[config.mk]
export PLATFORM = sky130hd
export DESIGN_NAME = pulpino_ext_mailbox
export DESIGN_NICKNAME = d
export VERILOG_FILES = /design/src/rtl/pulpino_ext_mailbox.sv
export SDC_FILE = /design/constraint.sdc
export NUM_CORES = 1
export LEC_CHECK = 0
export CAP_MARGIN = 10
export CELL_PAD_IN_SITES_DETAIL_PLACEMENT = 1
export CELL_PAD_IN_SITES_GLOBAL_PLACEMENT = 1
export CORE_AREA = 2 2 93 95
export DETAILED_ROUTE_END_ITERATION = 10
export DIE_AREA = 0 0 95 97
export PLACE_DENSITY = 0.87
export SYNTH_ARGS = -nofsm -noshare
export SYNTH_HDL_FRONTEND = slang
export SYNTH_SLANG_ARGS = --single-unit
[constraint.sdc]
create_clock -name crypto_clk -period 3.3 [get_ports crypto_clk]
set_input_delay 0.33 -clock crypto_clk [delete_from_list [all_inputs] [get_ports crypto_clk]]
set_output_delay 0.33 -clock crypto_clk [all_outputs]
set_load 0.005 [all_outputs]
[src/rtl/pulpino_ext_mailbox.sv]
// PULPino-side endpoint of the CW305 host mailbox: synchronises host bytes into
// crypto_clk, exposes them through a 4-register APB slave and returns bytes to the host.
module pulpino_ext_mailbox #(
  parameter int pAPB_ADDR_WIDTH = 12
) (
  input  logic                       crypto_clk,
  input  logic                       reset_i,
  input  logic [7:0]                 I_ext_data,
  input  logic [7:0]                 I_ext_flags,
  output logic [7:0]                 O_pulpino_data,
  output logic [7:0]                 O_pulpino_flags,
  input  logic [pAPB_ADDR_WIDTH-1:0] PADDR,
  input  logic                       PSEL,
  input  logic                       PENABLE,
  input  logic                       PWRITE,
  input  logic [31:0]                PWDATA,
  output logic [31:0]                PRDATA,
  output logic                       PREADY,
  output logic                       PSLVERR,
  output logic                       irq_o
);

  typedef enum logic [1:0] {
    TX_IDLE  = 2'd0,
    TX_SETUP = 2'd1,
    TX_WAIT  = 2'd2
  } tx_state_t;

  localparam logic [1:0] REG_RX_DATA = 2'd0;
  localparam logic [1:0] REG_TX_DATA = 2'd1;
  localparam logic [1:0] REG_STATUS  = 2'd2;
  localparam logic [1:0] REG_CTRL    = 2'd3;

  // Synchroniser stages: toggles get a third flop so edges can be detected.
  logic [1:0] tgl_s1, tgl_s2, tgl_s3;
  logic [7:0] data_s1, data_s2;
  logic [5:0] user_s1, user_s2;

  logic       rx_valid;
  logic       rx_overrun;
  logic [7:0] rx_data;
  logic       ack_tgl;
  logic       req_tgl;
  logic       ack_ref;
  logic [7:0] tx_data;
  logic [7:0] ctrl;
  logic       irq_q;
  tx_state_t  tx_state;

  logic       access;
  logic [1:0] reg_sel;
  logic       rd_rx;
  logic       wr_tx;
  logic       wr_status;
  logic       wr_ctrl;
  logic       rx_req;
  logic       tx_busy;
  logic       unused_bits;

  // APB handshake: an access completes on any edge where PSEL & PENABLE are high;
  // PREADY is constant 1, so every access finishes in its first access cycle and
  // PRDATA/PSLVERR are valid combinationally during that cycle.
  assign access    = PSEL & PENABLE;
  assign reg_sel   = PADDR[3:2];
  assign rd_rx     = access & ~PWRITE & (reg_sel == REG_RX_DATA);
  assign wr_tx     = access &  PWRITE & (reg_sel == REG_TX_DATA);
  assign wr_status = access &  PWRITE & (reg_sel == REG_STATUS);
  assign wr_ctrl   = access &  PWRITE & (reg_sel == REG_CTRL);

  assign rx_req  = tgl_s2[0] ^ tgl_s3[0];
  assign tx_busy = (tx_state != TX_IDLE);

  assign unused_bits = ^{PADDR[pAPB_ADDR_WIDTH-1:4], PADDR[1:0], PWDATA[31:8]};

  always_ff @(posedge crypto_clk) begin
    if (reset_i) begin
      tgl_s1  <= 2'b00;
      tgl_s2  <= 2'b00;
      tgl_s3  <= 2'b00;
      data_s1 <= 8'h00;
      data_s2 <= 8'h00;
      user_s1 <= 6'h00;
      user_s2 <= 6'h00;
    end else begin
      tgl_s1  <= I_ext_flags[1:0];
      tgl_s2  <= tgl_s1;
      tgl_s3  <= tgl_s2;
      data_s1 <= I_ext_data;
      data_s2 <= data_s1;
      user_s1 <= I_ext_flags[7:2];
      user_s2 <= user_s1;
    end
  end

  // RX path. A read colliding with a new request leaves the new byte pending
  // and is not an overrun, because the old byte was just consumed.
  always_ff @(posedge crypto_clk) begin
    if (reset_i) begin
      rx_valid   <= 1'b0;
      rx_overrun <= 1'b0;
      rx_data    <= 8'h00;
      ack_tgl    <= 1'b0;
    end else begin
      if (wr_status && PWDATA[2]) begin
        rx_overrun <= 1'b0;
      end
      if (rx_req) begin
        rx_data  <= data_s2;
        rx_valid <= 1'b1;
        if (rx_valid && !rd_rx) begin
          rx_overrun <= 1'b1;
        end
      end else if (rd_rx) begin
        rx_valid <= 1'b0;
      end
      if (rd_rx && rx_valid) begin
        ack_tgl <= ~ack_tgl;
      end
    end
  end

  // TX FSM. SETUP delays the request toggle by one cycle so the data byte is
  // already stable at the host when it sees the toggle.
  always_ff @(posedge crypto_clk) begin
    if (reset_i) begin
      tx_state <= TX_IDLE;
      tx_data  <= 8'h00;
      req_tgl  <= 1'b0;
      ack_ref  <= 1'b0;
    end else begin
      case (tx_state)
        TX_IDLE: begin
          if (wr_tx) begin
            tx_data  <= PWDATA[7:0];
            tx_state <= TX_SETUP;
          end
        end
        TX_SETUP: begin
          req_tgl  <= ~req_tgl;
          ack_ref  <= tgl_s2[1];
          tx_state <= TX_WAIT;
        end
        TX_WAIT: begin
          if (tgl_s2[1] != ack_ref) begin
            tx_state <= TX_IDLE;
          end
        end
        default: tx_state <= TX_IDLE;
      endcase
    end
  end

  always_ff @(posedge crypto_clk) begin
    if (reset_i) begin
      ctrl  <= 8'h00;
      irq_q <= 1'b0;
    end else begin
      if (wr_ctrl) begin
        ctrl <= PWDATA[7:0];
      end
      irq_q <= (rx_valid & ctrl[0]) | (~tx_busy & ctrl[1]);
    end
  end

  always_comb begin
    PRDATA = 32'h0;
    if (PSEL && !PWRITE) begin
      case (reg_sel)
        REG_RX_DATA: PRDATA = {23'b0, rx_valid, rx_data};
        REG_STATUS:  PRDATA = {16'b0, user_s2, 7'b0, rx_overrun, tx_busy, rx_valid};
        REG_CTRL:    PRDATA = {24'b0, ctrl};
        default:     PRDATA = 32'h0;
      endcase
    end
  end

  assign PSLVERR         = wr_tx & tx_busy;
  assign PREADY          = 1'b1;
  assign O_pulpino_data  = tx_data;
  assign O_pulpino_flags = {ctrl[7:2], ack_tgl, req_tgl};
  assign irq_o           = irq_q;

endmodule

==> run_results.csv <==
group,metric,value,unit
grt,busiest_layer,"met2",
die,num_rows,33,
layout,utilization,42.0,%
logic_synthesis,syn_avg_cell_area,9.79,µm²
logic_synthesis,yosysTopAreaCellShare,49.2,%
hold_path,holdPathEnd,"user_s2[5]$_SDFF_PP0_",
layout,synthToLayoutAreaGrowth,29.3,%
die,io_pins,116,
logic_synthesis,ys_ff_latch,65,
timing,setup_ws,0.704,ns
critical_path,arrival,2.27,ns
die,core,8130,µm²
clocking,cts_hold_buf,0,
die,die_area,9220,µm²
flow_run,max_cap_viol_count,0,
timing,grt_setup_unrepaired,"false",
timing,finalSetupTns,0,ns
clocking,tritoncts,"yes",
power,pwr_density_cell,492,nW/µm²
logic_synthesis,yosysUniqueCellTypes,34,
placement,place_ws,0.674,ns
logic_synthesis,synthCells,270,
die,start_util,32.5,%
layout,multiInputGateArea,1130,µm²
critical_path,r2r_start,"tx_state[0]$_SDFFE_PP0P_",
clocking,cts_buffers,9,
clocking,cts-root-buf,"clkbuf_8",
routing,postRouteAntennaNets,0,
layout,num_antenna_cells,0,
timing,skew,0.00678,ns
clocking,ctsResizeCount,0,
timing,slew_viol_final,0,
clocking,clk_pin_slew_worst_paths,0.07,ns
grt,gr-usage-met2,20.3,%
grt,grt_pass1_vias,1915,
clocking,cts-htree-levels,3,
layout,nFillCells,923,
die,die_w,95,µm
critical_path,critPathCaptureType,"output port",
routing,drt-total-wl,5220,µm
die,die_y,97,µm
placement,gp_congestion,0.749,
critical_path,worstSetupPathType,"input pin to output port",
layout,drive_gt1_share,7.65,%
critical_path,startpoint_type,"input pin",
grt,grt_util_met3,3.89,%
timing,post-route-period-util,78.7,%
critical_path,rrSetupSlack,1.96,ns
layout,layout.nets,387,
logic_synthesis,yosys.area.top_type,"dfxtp_1",
timing,min_period,2.60,ns
timing,slew_headroom,66.0,%
logic_synthesis,ys_seq_area_share,49.2,%
timing,timing.fmax,385,MHz
logic_synthesis,synthesis.area,2640,µm²
timing,tightest_slew,0.511,ns
status,status,"complete, no violations",
critical_path,rr_worst_depth,3,
grt,grt_overflow,0,
routing,vias,1841,
routing,drt-initial-drc-count,59,
critical_path,timing.rr.end,"O_pulpino_data[1]$_SDFFE_PP0P_",
grt,grt_max_degree,42,
routing,firstDrtPassIters,4,
hold_path,hp-start,"user_s1[5]$_SDFF_PP0_",
grt,track_usage,12.2,%
hold_path,whs_path_depth,1,
placement,dp_hpwl,3900,µm
clocking,clk_latency,0.34,ns
critical_path,crit_fanout,9,
grt,grt_antenna_before_repair,0,
routing,avgRoutedWirePerCell,12.1,µm
power,p_leak,0.00131,µW
grt,grt_pass1_wl,8760,µm
logic_synthesis,synthTopCellsByArea,"dfxtp_1, nor2b_1, buf_4",
power,vdd_drop_max,0.206,mV
grt,globalRouteMet1Util,14.0,%
placement,port_buffers,63,
clocking,postCtsSetupBuffers,0,
clocking,cts_sinks,65,
layout,seqCellArea,1300,µm²
routing,drc,0,
hold_path,hold_path.class,"flop to flop",
timing,hold_viol_final,0,
critical_path,required,2.97,ns
clocking,cts_buffer_depth,2,
timing,setup_viol,0,
logic_synthesis,yosys_warnings,0,
routing,viasPerCell,4.26,
cell type report:
type | count | area share [%]
multi-input combinational | 181 | 33.0
tap | 105 | 3.84
sequential | 65 | 38.1
inverter | 1 | 0.110
clock buffer | 14 | 4.76
clock inverter | 2 | 1.76
timing repair buffer | 64 | 18.5
critical path, stage by stage:
cell and delay [ns]:
clkdlybuf4s50_1 0.45, nand2b_1 0.34, nor3b_2 0.45, and2_1 0.19
clkdlybuf4s50_1 0.51
power by group:
part	internal, µW	switching (µW)
combinational	65.4	52.3
clock	468	280
sequential	809	8.87
sequential cells by signal, indices dropped and copies added (netlist names), 2 cells and up:
signal	cells
rx_data	8
ctrl	8
data_s1	8
tx_state	2
user_s2	6
O_pulpino_data	8
data_s2	8
user_s1	6
tgl_s2	2
tgl_s1	2
routing by layer:
metal  share of wire (%)  vias to the layer above
li1                    -                      931
met1                  43                      848
met4                 1.7                        0
met2                  49                       53
met5                   0                        -
met3                 6.8                        9
synthesized netlist by cell type, drive strengths merged:
master and instances:
a211o 1, a21oi 14, a22oi 6, a311o 1
a31o 1, and2 8, and3 2, and4b 1
buf 31, clkbuf 8, conb 2, dfxtp 65
inv 1, mux2 1, mux2i 19, nand2 20
nand2b 25, nand3 1, nand3b 1, nand4 1
nand4b 1, nor2 14, nor2b 37, nor3b 1
nor4b 1, o21ai 1, or2 2, xnor2 3
xor2 1
worst max path at each step:
stage              from          to  slack, ns  depth (start not counted)
6_report         PWRITE  PRDATA[15]       0.70                          5
4_1_cts          PWRITE  PRDATA[15]       0.66                          5
5_1_grt          PWRITE  PRDATA[15]       0.55                          5
3_3_place_gp     PWRITE  PRDATA[15]       0.69                          5
3_5_place_dp     PWRITE  PRDATA[10]       0.67                          5
2_1_floorplan  PADDR[3]   PRDATA[0]       1.95                          4
stage by stage:
stage | cells | hold slack, ns | power (µW) | area [µm²]
2_1_floorplan | 286 | 0.414 | 918 | 2700
3_3_place_gp | 416 | 0.418 | 951 | 3200
3_5_place_dp | 416 | 0.425 | 955 | 3200
4_1_cts | 432 | 0.441 | 1710 | 3420
5_1_grt | 432 | 0.457 | 1760 | 3420
6_report | 432 | 0.439 | 1680 | 3420
cells in the final DEF (no fill, tap or decap), drive strengths merged:
master	n
clkbuf	14
a31o	1
conb	18
xor2	1
mux2i	19
inv	1
xnor2	3
nor3b	1
nor4b	1
a21oi	14
and4b	1
a311o	1
buf	2
nor2b	37
and3	2
a211o	1
bufinv	2
o21ai	1
mux2	1
nor2	14
or2	2
nand2	20
nand4b	1
a22oi	6
nand4	1
nand3	1
nand3b	1
nand2b	25
dfxtp	65
and2	8
clkdlybuf4s50	62
logic make-up (layout without fill, tap and decap cells):
family | after synthesis | count (layout) | share of synthesized area [%]
and+or+nand+nor | 115 | 115 | 25.3
DFF | 65 | 65 | 49.2
buffers and inverters | 40 | 81 | 10.4
AOI/OAI and AO/OA | 24 | 24 | 5.58
muxes | 20 | 20 | 7.62
xor gates and xnor gates | 4 | 4 | 1.61
other | 2 | 18 | 0.284
Note: power is estimated with default switching activity, not from simulation.
==> variant 1: new RTL, same settings <==
The output `irq_o` loses its register stage (`irq_q` becomes a continuous assignment).
--- a/src/rtl/pulpino_ext_mailbox.sv
+++ b/src/rtl/pulpino_ext_mailbox.sv
@@ -155,3 +155,2 @@
       ctrl  <= 8'h00;
-      irq_q <= 1'b0;
     end else begin
@@ -160,5 +159,6 @@
       end
-      irq_q <= (rx_valid & ctrl[0]) | (~tx_busy & ctrl[1]);
     end
   end
+
+  assign irq_q = (rx_valid & ctrl[0]) | (~tx_busy & ctrl[1]);
 
Function: changed (Yosys sat finds a counterexample within 4 cycles, from zero or initial values and one cycle with reset_i high).
==> variant 1 against the original RTL <==
First-iteration DRC count decreased by 47%; fmax increased by 2.2%; area after synthesis decreased by 0.76%; count of clock-buffer cells in the layout decreased by 3; final area decreased by 1.1%; worst setup slack improved by 57 ps; routed wire length increased by 1.2%; power decreased by 4.1%; sequential cell count decreased by 1; critical endpoint is now PRDATA[0]; largest cell class unchanged.
==> variant 1: results (changes against the original RTL) <==
stage	metric	value	unit	change
outcome	run_status	completed		
pwr	worst_ir_drop_vdd	0.181	mV	-12%
cells_and_area	multiInputGateArea	1120	µm²	-0.22%
grt	grtUsageMet1	14.4	%	+0.37 points
placed_design	dp_cells	414		-0.48%
cells_and_area	multi_input_cells	180		-0.55%
cells_and_area	clk_share	6.11	%	-0.41 points
cells_and_area	n_clock_buffer	11		-3
logic_synthesis	netlist_instances	268		-0.74%
worst_setup_path	crit_path_max_fanout	11		+2
detailed_routing	vias_per_cell	4.27		+0.25%
cells_and_area	seq_share	37.9	%	-0.16 points
placed_design	gp_congestion	0.779		+4.0%
cells_and_area	nets	385		-0.52%
detailed_routing	wl	5280	µm	+1.2%
pwr	power.leakage	1.29	nW	-1.3%
detailed_routing	dr_wl_met3	272	µm	-23%
grt	grtUsageMet3	4.67	%	+0.78 points
sta	relSlewSlack	55.8	%	-10 points
cells_and_area	multi_input_area_share	33.3	%	+0.30 points
cells_and_area	fillers	921		-0.22%
worst_setup_path	cp.arrival	2210	ps	-60 ps
placed_design	hpwl	3820	µm	-2.1%
logic_synthesis	synth_cell_types	35		+2.9%
worst_setup_path	crit_path_start	PADDR[3]		
worst_setup_path	max_stage_delay	750	ps	+240 ps
grt	grt.total_usage	12.4	%	+0.20 points
==> variant 1: cell types whose count changed in the layout (fill, tap and decap cells not counted) <==
cell	delta
clkinvlp_4	+2
a22o_1	+1
nor2_1	-1
a22oi_1	-1
dfxtp_1	-1
bufinv_16	-1
clkinv_2	+2
clkbuf_1	-3
==> variant 1: cell families after synthesis <==
group | Yosys count | share of synthesized area, %
DFF | 64 | 48.8
other | 2 | 0.286
xor gates and xnor gates | 4 | 1.62
muxes | 20 | 7.68
AOI/OAI and AO/OA | 24 | 5.68
buffers and inverters | 40 | 10.6
and+or+nand+nor | 114 | 25.3
==> variant 1: per-stage QoR <==
stage,setup slack [ps],hold WS (ps)
2_1_floorplan,1950,414
3_3_place_gp,706,423
3_5_place_dp,696,426
4_1_cts,697,443
5_1_grt,596,458
6_report,761,440
==> variant 1: critical path, delay by kind of cell <==
kind                   cells  cell delay (ps)
AND/OR/NAND/NOR            1              280
buffers and inverters      2             1280
AO/OA/AOI/OAI              1              190
multiplexers               1              130
==> variant 2: new RTL, config.mk and constraints unchanged <==
Without the edit above. Reset style: asynchronous (`reset_i`), changed in 4 clocked blocks.
--- a/src/rtl/pulpino_ext_mailbox.sv
+++ b/src/rtl/pulpino_ext_mailbox.sv
@@ -74,3 +74,3 @@
 
-  always_ff @(posedge crypto_clk) begin
+  always_ff @(posedge crypto_clk or posedge reset_i) begin
     if (reset_i) begin
@@ -96,3 +96,3 @@
   // and is not an overrun, because the old byte was just consumed.
-  always_ff @(posedge crypto_clk) begin
+  always_ff @(posedge crypto_clk or posedge reset_i) begin
     if (reset_i) begin
@@ -123,3 +123,3 @@
   // already stable at the host when it sees the toggle.
-  always_ff @(posedge crypto_clk) begin
+  always_ff @(posedge crypto_clk or posedge reset_i) begin
     if (reset_i) begin
@@ -152,3 +152,3 @@
 
-  always_ff @(posedge crypto_clk) begin
+  always_ff @(posedge crypto_clk or posedge reset_i) begin
     if (reset_i) begin
Function: differs if reset_i is asserted again (counterexample within 4 cycles, from zero or initial values and one cycle with reset_i high); with reset_i held inactive, the same outputs for 10 cycles.
==> variant 2 against the original RTL <==
Fmax is 1.3% lower; area after synthesis is 3.7% lower; count of clock-buffer cells in the layout is 4 lower; sequential cell count stayed put; final area is 0.95% lower; routed wire length is 12% lower; worst setup slack worse by 34 ps.
Power is not compared: it rests on default switching activity, and its combinational part moved more than twofold at a synthesized area within 25%.
==> variant 2: results (changes against the original RTL) <==
stage	metric	value	unit	change
outcome	run_status	completed		
logic_synthesis	async_reset_ff_share	100	%	+100 points
cells_and_area	insertedDiodeCount	0		unchanged
cells_and_area	nets	303		-22%
detailed_routing	drt_iter0_drc	48		-19%
sta	whs	349	ps	-89.8 ps
grt	met2_usage	17.3	%	-3.0 points
hold_path	hold_path.class	flop to flop		
grt	grt_pass1_wl	7600	µm	-13%
cells_and_area	fillers	860		-6.8%
placed_design	gp_congestion	0.803		+7.2%
detailed_routing	vias_per_cell	4.13		-3.2%
logic_synthesis	synth_common_cells	dfrtp_1 (65), buf_4 (26), mux2_2 (17), mux2_4 (8), nor2_1 (8)		
placed_design	dp_cells	332		-20%
placed_design	hpwl	3510	µm	-10%
cells_and_area	finalNonFillerCells	348		-19%
grt	grtUsageMet1	13.4	%	-0.55 points
placed_design	post_dp_cell_area	3140	µm²	-1.6%
logic_synthesis	synth.area.top_cells	dfrtp_1 (64%), buf_4 (7.7%), mux2_2 (7.5%), mux2_4 (4.7%), a22oi_1 (1.5%)		
cells_and_area	drive_gt1_share	20.2	%	+13 points
grt	grt_pass1_vias	1534		-20%
clock_tree	cts_root_buf	clkbuf_8		
worst_setup_path	ff2ff_setup_slack	1720	ps	-240 ps
detailed_routing	wl	4590	µm	-12%
grt	grt.total_usage	10.9	%	-1.4 points
sta	finClkSkew	6.51	ps	-0.270 ps
clock_tree	clk_latency	330	ps	
worst_setup_path	cp.arrival	2300	ps	+30 ps
grt	grt_max_degree	38		-9.5%
logic_synthesis	ys_seq_area_share	63.9	%	+15 points
sta	worst_pin_slew	766	ps	+255 ps
grt	grtUsageMet3	1.95	%	-1.9 points
variant 2: changes by cell type after synthesis, moves of 5 or more:
| cell | unedited run | this run |
|---|---|---|
| mux2i_1 | 19 | 2 |
| clkbuf_1 | 8 | 1 |
| nand2_1 | 20 | 3 |
| dfxtp_1 | 65 | 0 |
| dfrtp_1 | 0 | 65 |
| nand2b_1 | 25 | 3 |
| nor2_1 | 13 | 8 |
| a21oi_1 | 14 | 3 |
| mux2_4 | 0 | 8 |
| mux2_2 | 1 | 17 |
| nor2b_1 | 37 | 1 |
variant 2: power by group:
part | leakage (nW) | switching [mW] | internal [mW]
Combinational | 0.577 | 0.0992 | 0.221
Sequential | 0.767 | 0.0600 | 0.898
Clock | 0.117 | 0.300 | 0.506
Total | 1.46 | 0.459 | 1.62
variant 2: layout make-up:
cell class	count	area, µm²	area share, %
clock buffer	10	128	3.77
sequential	65	1630	48.0
tap	105	131	3.88
timing repair buffer	65	646	19.1
multi-input combinational	95	733	21.6
inverter	2	7.51	0.222
clock inverter	6	115	3.40
variant 2: path summary, 6_finish.rpt:
kind | start | to | cells after the start
setup / recovery | PWRITE | PRDATA[12] | 5
hold / removal | user_s1[3] | user_s2[3] | 0
setup reg to reg | tx_state[1] | O_pulpino_data[4] | 3
hold reg to reg | user_s1[3] | user_s2[3] | 0
max in group asynchronous | reset_i | O_pulpino_data[3] | 3
min in group asynchronous | reset_i | tgl_s2[0] | 2
variant 2: cells by family after synthesis:
| kind of cell | after synthesis | synth area share (%) |
|---|---|---|
| XOR/XNOR | 4 | 1.67 |
| multiplexers | 27 | 13.0 |
| AO/OA/AOI/OAI | 13 | 3.64 |
| flip-flops | 65 | 63.9 |
| buffers and inverters | 33 | 9.64 |
| AND/OR/NAND/NOR | 33 | 7.82 |
| other | 2 | 0.295 |
variant 2: per-stage QoR:
step | setup WS [ps] | utilization, % | total power [mW]
floorplan | 1340 | - | 1.16
global placement | 646 | 38.7 | 1.28
detailed placement | 622 | 38.7 | 1.30
CTS | 626 | 41.6 | 2.12
global route | 460 | 41.6 | 2.20
finish | 670 | 41.6 | 2.08
variant 2: routing by layer:
metal	up-vias	wire length, µm
li1	666	-
met1	711	1940
met2	51	2350
met3	8	204
met4	0	87
met5	-	0
